$ cat src/rtl/four_way_demux_router.sv
`timescale 1ns/1ps
// Four-way demultiplexing router: steers one word stream into four independent
// destination FIFOs, the destination chosen per word by in_op.

module four_way_demux_router_fifo #(
    parameter int WIDTH = 16,
    parameter int DEPTH = 2,
    parameter int CW    = 2
) (
    input  logic             clk,
    input  logic             reset,
    input  logic             push,
    input  logic             pop_req,
    input  logic [WIDTH-1:0] wdata,
    output logic             full,
    output logic             valid,
    output logic [WIDTH-1:0] head,
    output logic [CW-1:0]    count
);
    localparam int PW = (DEPTH > 1) ? $clog2(DEPTH) : 1;

    logic [WIDTH-1:0] mem [DEPTH];
    logic [PW-1:0]    rd_ptr;
    logic [PW-1:0]    wr_ptr;
    logic             pop;

    assign valid = (count != '0);
    assign full  = (count == CW'(DEPTH));
    // A pop request on an empty FIFO is ignored, so nothing can underflow.
    assign pop   = valid & pop_req;
    // Head is masked while empty so a consumer never sees a stale word.
    assign head  = valid ? mem[rd_ptr] : '0;

    always_ff @(posedge clk or negedge reset) begin
        if (!reset) begin
            rd_ptr <= '0;
            wr_ptr <= '0;
            count  <= '0;
        end else begin
            if (push) begin
                wr_ptr <= wr_ptr + PW'(1);
            end
            if (pop) begin
                rd_ptr <= rd_ptr + PW'(1);
            end
            case ({push, pop})
                2'b10:   count <= count + CW'(1);
                2'b01:   count <= count - CW'(1);
                default: count <= count;
            endcase
        end
    end

    // Storage needs no reset: the head is gated by the occupancy count.
    always_ff @(posedge clk) begin
        if (push) begin
            mem[wr_ptr] <= wdata;
        end
    end
endmodule

module four_way_demux_router #(
    parameter int WIDTH = 16,
    parameter int DEPTH = 2,
    parameter int CW    = 2
) (
    input  logic             clk,
    input  logic             reset,
    input  logic             in_valid,
    input  logic [1:0]       in_op,
    input  logic [WIDTH-1:0] in_data,
    output logic             in_ready,
    output logic [3:0]       out_valid,
    input  logic [3:0]       out_ready,
    output logic [WIDTH-1:0] out0,
    output logic [WIDTH-1:0] out1,
    output logic [WIDTH-1:0] out2,
    output logic [WIDTH-1:0] out3,
    output logic [CW-1:0]    count0,
    output logic [CW-1:0]    count1,
    output logic [CW-1:0]    count2,
    output logic [CW-1:0]    count3,
    output logic             busy
);
    logic [3:0]       full;
    logic [WIDTH-1:0] head [4];
    logic [CW-1:0]    cnt  [4];

    // Readiness depends only on the selected FIFO's fullness, never on
    // out_ready: a full FIFO does not accept even if it pops this cycle.
    assign in_ready = ~full[in_op];

    for (genvar i = 0; i < 4; i++) begin : g_ch
        logic push;
        assign push = in_valid & in_ready & (in_op == 2'(i));

        four_way_demux_router_fifo #(
            .WIDTH(WIDTH),
            .DEPTH(DEPTH),
            .CW   (CW)
        ) u_fifo (
            .clk    (clk),
            .reset  (reset),
            .push   (push),
            .pop_req(out_ready[i]),
            .wdata  (in_data),
            .full   (full[i]),
            .valid  (out_valid[i]),
            .head   (head[i]),
            .count  (cnt[i])
        );
    end

    assign out0   = head[0];
    assign out1   = head[1];
    assign out2   = head[2];
    assign out3   = head[3];
    assign count0 = cnt[0];
    assign count1 = cnt[1];
    assign count2 = cnt[2];
    assign count3 = cnt[3];
    assign busy   = |out_valid;
endmodule
$ cat config.mk
export PLATFORM = sky130hd
export DESIGN_NAME = four_way_demux_router
export DESIGN_NICKNAME = d
export VERILOG_FILES = /design/src/rtl/four_way_demux_router.sv
export SDC_FILE = /design/constraint.sdc
export NUM_CORES = 1
export LEC_CHECK = 0
export CAP_MARGIN = 20
export CORE_UTILIZATION = 47
export CTS_CLUSTER_SIZE = 16
export DETAILED_ROUTE_END_ITERATION = 16
export PLACE_DENSITY = 0.83
export SLEW_MARGIN = 5
export SYNTH_ARGS = -nofsm -noshare
export SYNTH_HDL_FRONTEND = slang
export SYNTH_HIERARCHICAL = 1
export SYNTH_SLANG_ARGS = --single-unit
$ cat constraint.sdc
create_clock -name clk -period 2 [get_ports clk]
set_input_delay 0.2 -clock clk [delete_from_list [all_inputs] [get_ports clk]]
set_output_delay 0.2 -clock clk [all_outputs]
set_load 0.01 [all_outputs]
==> results of run 1 <==
## metrics by stage
stage,cells,setup slack (ns),total power [W],area (um^2),TNS [ns]
after floorplan,348,0.0531,0.00616,5710,0
after detailed placement,606,-0.0483,0.00838,7110,-0.114
after global routing,652,-0.0981,0.0120,7840,-0.875
after global placement,606,-0.0281,0.00827,7110,-0.0525
after CTS,652,-0.0598,0.0116,7800,-0.388
final,652,-0.0176,0.0115,7840,-0.0276
## cell families (layout without fill, tap and decap cells)
kind of cell / count (synthesis) / after routing / share of synthesized area, %
muxes: 65 / 65 / 11.6
buffers and inverters: 21 / 182 / 2.44
xor gates and xnor gates: 20 / 20 / 3.07
and+or+nand+nor: 94 / 94 / 7.47
adders and majority gates: 4 / 4 / 0.879
DFF: 144 / 144 / 74.5
## placed cells by master (no fill, tap or decap), types with 9 or more instances in the layout
cell | synthesis | routed
edfxtp_1 | 128 | 128
nor2_1 | 72 | 67
mux2i_1 | 64 | 63
clkdlybuf4s50_1 | 0 | 48
dlygate4sd2_1 | 0 | 40
buf_4 | 8 | 24
clkbuf_16 | 0 | 17
xor2_1 | 12 | 12
dfrtp_1 | 16 | 12
dlymetal6s2s_1 | 0 | 12
buf_12 | 0 | 9
## report_power, final
group	internal, W	switching, W
registers	0.00366	0.000225
logic	0.00224	0.00223
clock network	0.00201	0.00110
total	0.00791	0.00356
## flip-flops by register name, indices dropped and copies added (netlist names)
name and flops:
g_ch.u_fifo/count 8, g_ch.u_fifo/rd_ptr 4, g_ch.u_fifo/wr_ptr 4, g_ch.u_fifo/mem 128
## layer usage
metal  part of all wire (%)  global-route usage, %  up-vias
met5                      0                      0        -
met4                    3.2                   11.7        0
met3                    6.0                   5.08       28
met2                     51                   35.4      117
met1                     40                   25.0     1614
li1                       -                      -     1551
## worst max-delay path, cell delays in order, from the launching register on
cell and delay [ns]:
dfrtp_1 0.38, buf_4 0.15, nor2_4 0.11, buf_6 0.19
nor2_1 0.08, clkdlybuf4s50_1 0.49
## final timing paths
check	start	to	slack, ns	depth (start not counted)
max in group asynchronous	reset	g_ch[2].u_fifo/count[0]$_DFFE_PN0P_	1.68	2
min reg2reg	g_ch[3].u_fifo/wr_ptr$_DFFE_PN0P_	g_ch[3].u_fifo/wr_ptr$_DFFE_PN0P_	0.51	1
max	g_ch[0].u_fifo/count[1]$_DFFE_PN0P_	out0[13]	-0.02	5
max reg2reg	g_ch[2].u_fifo/count[1]$_DFFE_PN0P_	g_ch[2].u_fifo/count[1]$_DFFE_PN0P_	0.08	10
min	reset	g_ch[3].u_fifo/rd_ptr$_DFFE_PN0P_	0.11	2
min in group clk	out_ready[1]	g_ch[1].u_fifo/rd_ptr$_DFFE_PN0P_	0.51	3
## what timing repair did
action / in CTS / in global routing
endpoints found under the hold margin: 0 / 0
pin swaps: 1 / 0
cloned: 2 / 0
hold buffers: 0 / 0
setup endpoints to repair: 66 / 26
setup buffers: 12 / 0
resized for setup: 60 / 19
## cell usage after synthesis, drive strengths merged, types with 4 or more instances
| cell type | number | area, um^2 |
|---|---|---|
| dfrtp | 16 | 400 |
| and2 | 4 | 25.0 |
| inv | 9 | 33.8 |
| buf | 12 | 105 |
| ha | 4 | 50.1 |
| nor2 | 76 | 295 |
| nor2b | 8 | 60.1 |
| xor2 | 12 | 105 |
| edfxtp | 128 | 3840 |
| mux2i | 64 | 641 |
| xnor2 | 8 | 70.1 |
## layout make-up
| cell class | instances | area, um^2 |
|---|---|---|
| clock inverters | 11 | 138 |
| multi-input cells | 183 | 1360 |
| fillers | 797 | 3780 |
| inverters | 9 | 33.8 |
| repair buffers | 141 | 1420 |
| clock buffers | 21 | 460 |
| flip-flops and latches | 144 | 4250 |
| well taps | 143 | 179 |
==> metrics.txt, run 1 <==
status=finished, violations left; failing checks=design-rule violations, negative setup slack; Worst Max-Slew Pin Slew=0.416 ns; vias in the first global route=3422; post-DP HPWL=7.94 mm; Arr. time, crit path=1.82 ns; clk slew on worst S/H paths=0.06 ns; CP max FO=17; Synth Flop Type=edfxtp_1; CTS tree=built; Die Area=0.0126 mm^2; sequential fraction of the synthesis area=74.5%; Avg Inst Size Synth=16.4 um^2; vias per std cell=5.08; WL/cell=19.0 um; post-layout util=67.5%; Routed WL=12.4 mm; RePlAce Congestion=0.780; syn nets=377; clock latency on the worst-skew pair=0.41 ns; Crit. End Element=output port; antenna viol nets, final=0; port buffer count=102; Final setup viols=3; cells after synthesis=348; clock root buffer=clkbuf_16; initial antenna violation count=0; Pwr Density=1460 mW/mm^2; H-tree depth=4; mapped cell area=0.00570 mm^2; die width=112 um; Site Rows=39; Core ar.=0.0116 mm^2; worst relative slew slack=72.0%; post-synth cell types=21; I/O pin count=103; Clock Path Buffers=2; layout cells sized above 1=18.5%; worst-case clock skew=0.0101 ns; total global-route track usage=21.0%; Worst Hold Class=in2async; final worst setup slack=-0.0176 ns; first-pass GRT wire length=18.7 mm; Max Freq=496 MHz; largest net degree at the start of global routing=18; hold_ws=0.114 ns; number of CTS-inserted buffers=17; crit start category=register; Yosys reg bits=144; Iteration-0 DRC Markers=139; CTS sink count=144; Tcrit/Tclk final=101%; number of synthesized flops with an enable pin=128; Max-Cap Viols=0; critical path type=reg2out; maximum ir drop on the vdd rail=0.713 mV; Final Max Slew Viols=0; global route total overflow=0; Area Overhead vs Synth=37.6%; Critical Path RT=1.80 ns; asr flop ratio synth=11.1%; leakage=3.20 nW; # diodes=0; Final Hold Viols=0; yosys warns=6; DR vias=3310; initial core utilization=49.1%; nets=525; Die H=112 um; Residual DRC=5; RSZ-0062 raised after global routing=true; clock period minus worst slack=2.02 ns; TritonRoute pass-1 iters=10
No activity file was read; power rests on OpenSTA's default activity.
==> inputs of run 2 (changes only) <==
--- a/config.mk
+++ b/config.mk
@@ -6,6 +6,7 @@
 export NUM_CORES = 1
 export LEC_CHECK = 0
 export CAP_MARGIN = 20
+export CORE_MARGIN = 1
 export CORE_UTILIZATION = 47
 export CTS_CLUSTER_SIZE = 16
 export DETAILED_ROUTE_END_ITERATION = 16
==> results of run 2 <==
Final layout, timing and power as in run 1 (identical DEF).
